--- config.mk ---
export PLATFORM = sky130hd
export DESIGN_NAME = hazard_stall_ctrl
export DESIGN_NICKNAME = d
export VERILOG_FILES = /design/src/rtl/hazard_stall_ctrl.sv
export SDC_FILE = /design/constraint.sdc
export NUM_CORES = 1
export LEC_CHECK = 0
export ABC_AREA = 1
export CORE_UTILIZATION = 38
export DETAILED_ROUTE_END_ITERATION = 8
export GPL_TIMING_DRIVEN = 0
export PLACE_DENSITY_LB_ADDON = 0.15
export SLEW_MARGIN = 20
export SYNTH_ARGS = -nofsm -noshare
export SYNTH_HDL_FRONTEND = slang
export SYNTH_SLANG_ARGS = --single-unit
--- constraint.sdc ---
create_clock -name clk -period 4.2 [get_ports clk]
set_clock_uncertainty 0.05 [all_clocks]
set_input_delay 0.84 -clock clk [delete_from_list [all_inputs] [get_ports clk]]
set_output_delay 0.84 -clock clk [all_outputs]
set_load 0.005 [all_outputs]
--- src/rtl/hazard_stall_ctrl.sv ---
// hazard_stall_ctrl
// Pipeline hazard controller for the 5-stage core. It compares the operand
// needs of the D-stage instruction (Tuse) against the in-flight E/M producers
// (Tnew) and against the multi-cycle mult/div unit. On a stall, the PC and
// the D register hold, and a bubble is cleared into E.
// It also owns the mult/div busy sequencer, which is a two-state FSM plus a
// 4-bit down counter.
// Optional feature: define HSC_STALL_CNT_EN to build the 32-bit stall cycle
// counter. Without it, Stall_Cnt is tied to zero.
module hazard_stall_ctrl #(
    parameter int MULT_CYCLES = 5,
    parameter int DIV_CYCLES  = 10
) (
    input  logic        clk,
    input  logic        rst_n,
    input  logic [4:0]  D_RS_Addr,
    input  logic [4:0]  D_RT_Addr,
    input  logic [1:0]  D_Tuse_RS,
    input  logic [1:0]  D_Tuse_RT,
    input  logic        D_MD_Use,
    input  logic [1:0]  E_Tnew,
    input  logic        E_Reg_WE,
    input  logic [4:0]  E_Reg_WA,
    input  logic [1:0]  M_Tnew,
    input  logic        M_Reg_WE,
    input  logic [4:0]  M_Reg_WA,
    input  logic        E_MD_Start,
    input  logic        E_MD_Div,
    output logic        PC_WE,
    output logic        D_WE,
    output logic        E_Clr,
    output logic        MD_Busy,
    output logic [31:0] Stall_Cnt
);

    typedef enum logic {
        IDLE = 1'b0,
        BUSY = 1'b1
    } md_state_t;

    localparam logic [3:0] MULT_LOAD = 4'(MULT_CYCLES);
    localparam logic [3:0] DIV_LOAD  = 4'(DIV_CYCLES);

    md_state_t  state_q;
    md_state_t  state_d;
    logic [3:0] cnt_q;
    logic [3:0] cnt_d;

    logic haz_e_rs;
    logic haz_e_rt;
    logic haz_m_rs;
    logic haz_m_rt;
    logic md_busy_raw;
    logic stall;

    // Register $0 never creates a dependency.
    // A Tuse equal to Tnew is resolved by forwarding, so only a strictly
    // smaller Tuse stalls.
    assign haz_e_rs = E_Reg_WE & (E_Reg_WA == D_RS_Addr) & (D_RS_Addr != 5'd0) & (D_Tuse_RS < E_Tnew);
    assign haz_e_rt = E_Reg_WE & (E_Reg_WA == D_RT_Addr) & (D_RT_Addr != 5'd0) & (D_Tuse_RT < E_Tnew);
    assign haz_m_rs = M_Reg_WE & (M_Reg_WA == D_RS_Addr) & (D_RS_Addr != 5'd0) & (D_Tuse_RS < M_Tnew);
    assign haz_m_rt = M_Reg_WE & (M_Reg_WA == D_RT_Addr) & (D_RT_Addr != 5'd0) & (D_Tuse_RT < M_Tnew);

    // The unit counts as busy in the launch cycle itself. That way a
    // back-to-back HI/LO access right behind the start is also held.
    assign md_busy_raw = E_MD_Start | (state_q == BUSY);
    assign stall       = haz_e_rs | haz_e_rt | haz_m_rs | haz_m_rt | (D_MD_Use & md_busy_raw);

    // While reset is held, the pipeline is frozen with a bubble in E.
    assign MD_Busy = rst_n & md_busy_raw;
    assign PC_WE   = rst_n & ~stall;
    assign D_WE    = rst_n & ~stall;
    assign E_Clr   = ~rst_n | stall;

    // Mult/div sequencer state register. Reset aborts any running operation.
    always_ff @(posedge clk or negedge rst_n) begin
        if (!rst_n) begin
            state_q <= IDLE;
            cnt_q   <= 4'd0;
        end else begin
            state_q <= state_d;
            cnt_q   <= cnt_d;
        end
    end

    // Next-state logic: load on start, count down while busy, and return to
    // IDLE after the last busy cycle. A start seen while busy reloads.
    always_comb begin
        state_d = state_q;
        cnt_d   = cnt_q;
        if (E_MD_Start) begin
            state_d = BUSY;
            cnt_d   = E_MD_Div ? DIV_LOAD : MULT_LOAD;
        end else if (state_q == BUSY) begin
            if (cnt_q <= 4'd1) begin
                state_d = IDLE;
                cnt_d   = 4'd0;
            end else begin
                cnt_d = cnt_q - 4'd1;
            end
        end
    end

`ifdef HSC_STALL_CNT_EN
    logic [31:0] stall_cnt_q;

    // Counts every clock edge on which the pipeline is stalled. The count
    // wraps naturally at 2^32.
    always_ff @(posedge clk or negedge rst_n) begin
        if (!rst_n) begin
            stall_cnt_q <= 32'd0;
        end else if (stall) begin
            stall_cnt_q <= stall_cnt_q + 32'd1;
        end
    end

    assign Stall_Cnt = stall_cnt_q;
`else
    assign Stall_Cnt = 32'h0;
`endif

endmodule

==> flow_metrics.tcl <==
set metrics [dict create \
    status "finished clean" \
    max_freq_ghz 0.270 \
    place_congestion 0.818 \
    core_mm2 0.00252 \
    top_layer_used "met4" \
    first_global_vias 894 \
    min_path_type "reg2reg" \
    synth_area_leaders "buf_4 24%, nand2_1 12%, dfrtp_1 12%" \
    route.met2.wl_um 1210 \
    endpoint_kind "output port" \
    power.leakage_nw 0.892 \
    yosysTopAreaCell "buf_4" \
    final_util_pct 63.1 \
    cp-start-kind "input port" \
    hold_ws_ns 0.477 \
    ir_worst_vdd_uv 295 \
    gr-total-overflow 0 \
    clkTransAtPathRegs_ns 0.04 \
    hpwl_um 2100 \
    vias 1103 \
    syn_area_mm2 0.00103 \
    max_stage_delay_ns 0.46 \
    vias_per_cell 4.06 \
    seq_area_frac_synth_pct 12.1 \
    p_total_mw 0.336 \
    drt_iter0_drc 9 \
    clk_latency_ns 0.24 \
    powerDensity_mw_per_mm2 211 \
    root_buffer "clkbuf_4" \
    start_util_pct 40.9 \
    fp.dieH_um 54.1 \
    io_buffers 38 \
    grt_max_degree 7 \
    path_cells "clkdlybuf4s50_1 > inv_1 > ha_1 > o21ai_0 > nand2_1 > nor2_1 > nand3_1 > a21boi_1 > nor2_1 > buf_4 > clkdlybuf4s50_1" \
    rsz0062_at_grt "false" \
    finalSetupViolCount 0 \
    syn_to_final_growth_pct 54.3 \
    critPathKind "in2out" \
    route.detailed.drc 0 \
    yosysWarnings 0 \
    cp.arrival_ns 2.81 \
    met3_length_um 163 \
    cts_hold_buf 0 \
    final_common_cell "clkdlybuf4s50_1" \
    antenna_found_initial 0 \
    num-fill-cells 244 \
    final-max-slew-violation-count 0 \
    syn_avg_cell_area_um2 6.11 \
    cts-buffers-inserted 3 \
    cts_resized 0 \
    finalHoldViolCount 0 \
    ios 71 \
    grt_first_pass_wirelength_um 3640 \
    routed_wl_um 2370 \
    dr.pass1.iters 4 \
    syn_inst 169 \
    ys_types 20 \
    track_usage_pct 16.7 \
    cts.path.max_buffers 2 \
    drive_gt1_share_pct 19.4 \
    wire_per_inst_um 8.72 \
    m1WireLength_um 973 \
    maxCapViolCount 0 \
    finalSetupTns_ns 0 \
    diodes 0 \
    fin_crit_ns 3.70 \
    ys_ff_latch 5 \
    path_max_fanout 2 \
    dieWidth_um 54.1 \
    nNetsFinal 284 \
    clkSinkCount 5 \
    period_share_pct 88.1 \
    required_ns 3.31 \
    cts_htree_levels 1 \
    final_cell_mix "38 x clkdlybuf4s50_1, 34 x nand2_1, 33 x buf_4" \
    die_area_mm2 0.00293 \
    cts_setup_buffers 0 \
    critPathSlowestCell "clkdlybuf4s50_1" \
    yosysTopAreaCellShare_pct 24.0 \
    std_cell_rows 18 \
    final_antenna_net_count 0 \
    cts_tree "built" \
]
[kinds of logic (layout without fill, tap and decap cells)]
logic type	after synthesis	after routing	synth area share, %
compound gates	22	22	13.3
xor+xnor	7	7	5.94
fa+ha+maj	6	6	7.27
buf+inv	60	102	33.8
flops	5	5	12.1
other cells	1	32	0.363
simple gates	68	68	27.2
[worst max-delay path, delay by kind of cell]
family | cells | cell delay [ns]
AO/OA/AOI/OAI | 2 | 0.28
adder cells (fa/ha/maj) | 1 | 0.28
buffers and inverters | 4 | 1.07
AND/OR/NAND/NOR | 4 | 0.34
[per-layer routing]
layer / vias to the layer above / global-route usage [%]
li1: 612 / -
met1: 444 / 19.3
met2: 43 / 32.1
met3: 4 / 0.847
met4: 0 / 5.13
met5: - / 0
[Yosys cell counts]
master / number
dfrtp_1: 5
o21ai_0: 7
nor2_2: 3
conb_1: 1
inv_1: 21
a21boi_1: 1
nand2_1: 34
xor2_1: 7
a21oi_4: 1
nand2_2: 1
nand3_1: 11
o221ai_1: 3
buf_4: 33
o21ai_1: 2
a21oi_1: 6
ha_1: 6
inv_2: 6
o22ai_1: 2
nor2_1: 18
nor3_1: 1
[flip-flops by register name, summed over array words and instances, names as in the netlist]
name,flops
cnt_q,4
state_q,1
[metrics by stage]
stage | std cells | setup slack [ns] | instance area, µm²
6_report | 272 | 0.500 | 1590
2_1_floorplan | 200 | 1.56 | 1150
3_5_place_dp | 268 | 0.498 | 1570
3_3_place_gp | 268 | 0.525 | 1570
5_1_grt | 272 | 0.317 | 1590
4_1_cts | 272 | 0.493 | 1590
[path summary, 6_finish.rpt]
| kind | endpoint | depth (start not counted) | from | slack [ns] |
|---|---|---|---|---|
| worst max-delay path | PC_WE | 11 | M_Tnew[1] | 0.50 |
| worst min-delay path | state_q$_DFF_PN0_ | 2 | state_q$_DFF_PN0_ | 0.48 |
| worst max register to register | cnt_q[3]$_DFFE_PN0N_ | 5 | cnt_q[0]$_DFFE_PN0N_ | 2.75 |
| worst min register to register | state_q$_DFF_PN0_ | 2 | state_q$_DFF_PN0_ | 0.48 |
| max in group asynchronous | cnt_q[0]$_DFFE_PN0N_ | 1 | rst_n | 3.12 |
| min in group asynchronous | cnt_q[2]$_DFFE_PN0N_ | 1 | rst_n | 0.78 |
[final cells by class]
type | count | area [µm²] | share of cell area (%)
clock buffer | 4 | 26.3 | 1.65
sequential | 5 | 125 | 7.86
timing repair buffer | 38 | 380 | 23.9
multi-input combinational | 135 | 674 | 42.3
buffer | 33 | 248 | 15.6
inverter | 27 | 101 | 6.36
tap | 30 | 37.5 | 2.36
[power breakdown]
| part | internal [mW] | switching (mW) |
|---|---|---|
| sequential | 0.0682 | 0.0177 |
| clock | 0.0359 | 0.0201 |
| combinational | 0.102 | 0.0922 |
Power figures use the tool's default switching activity.
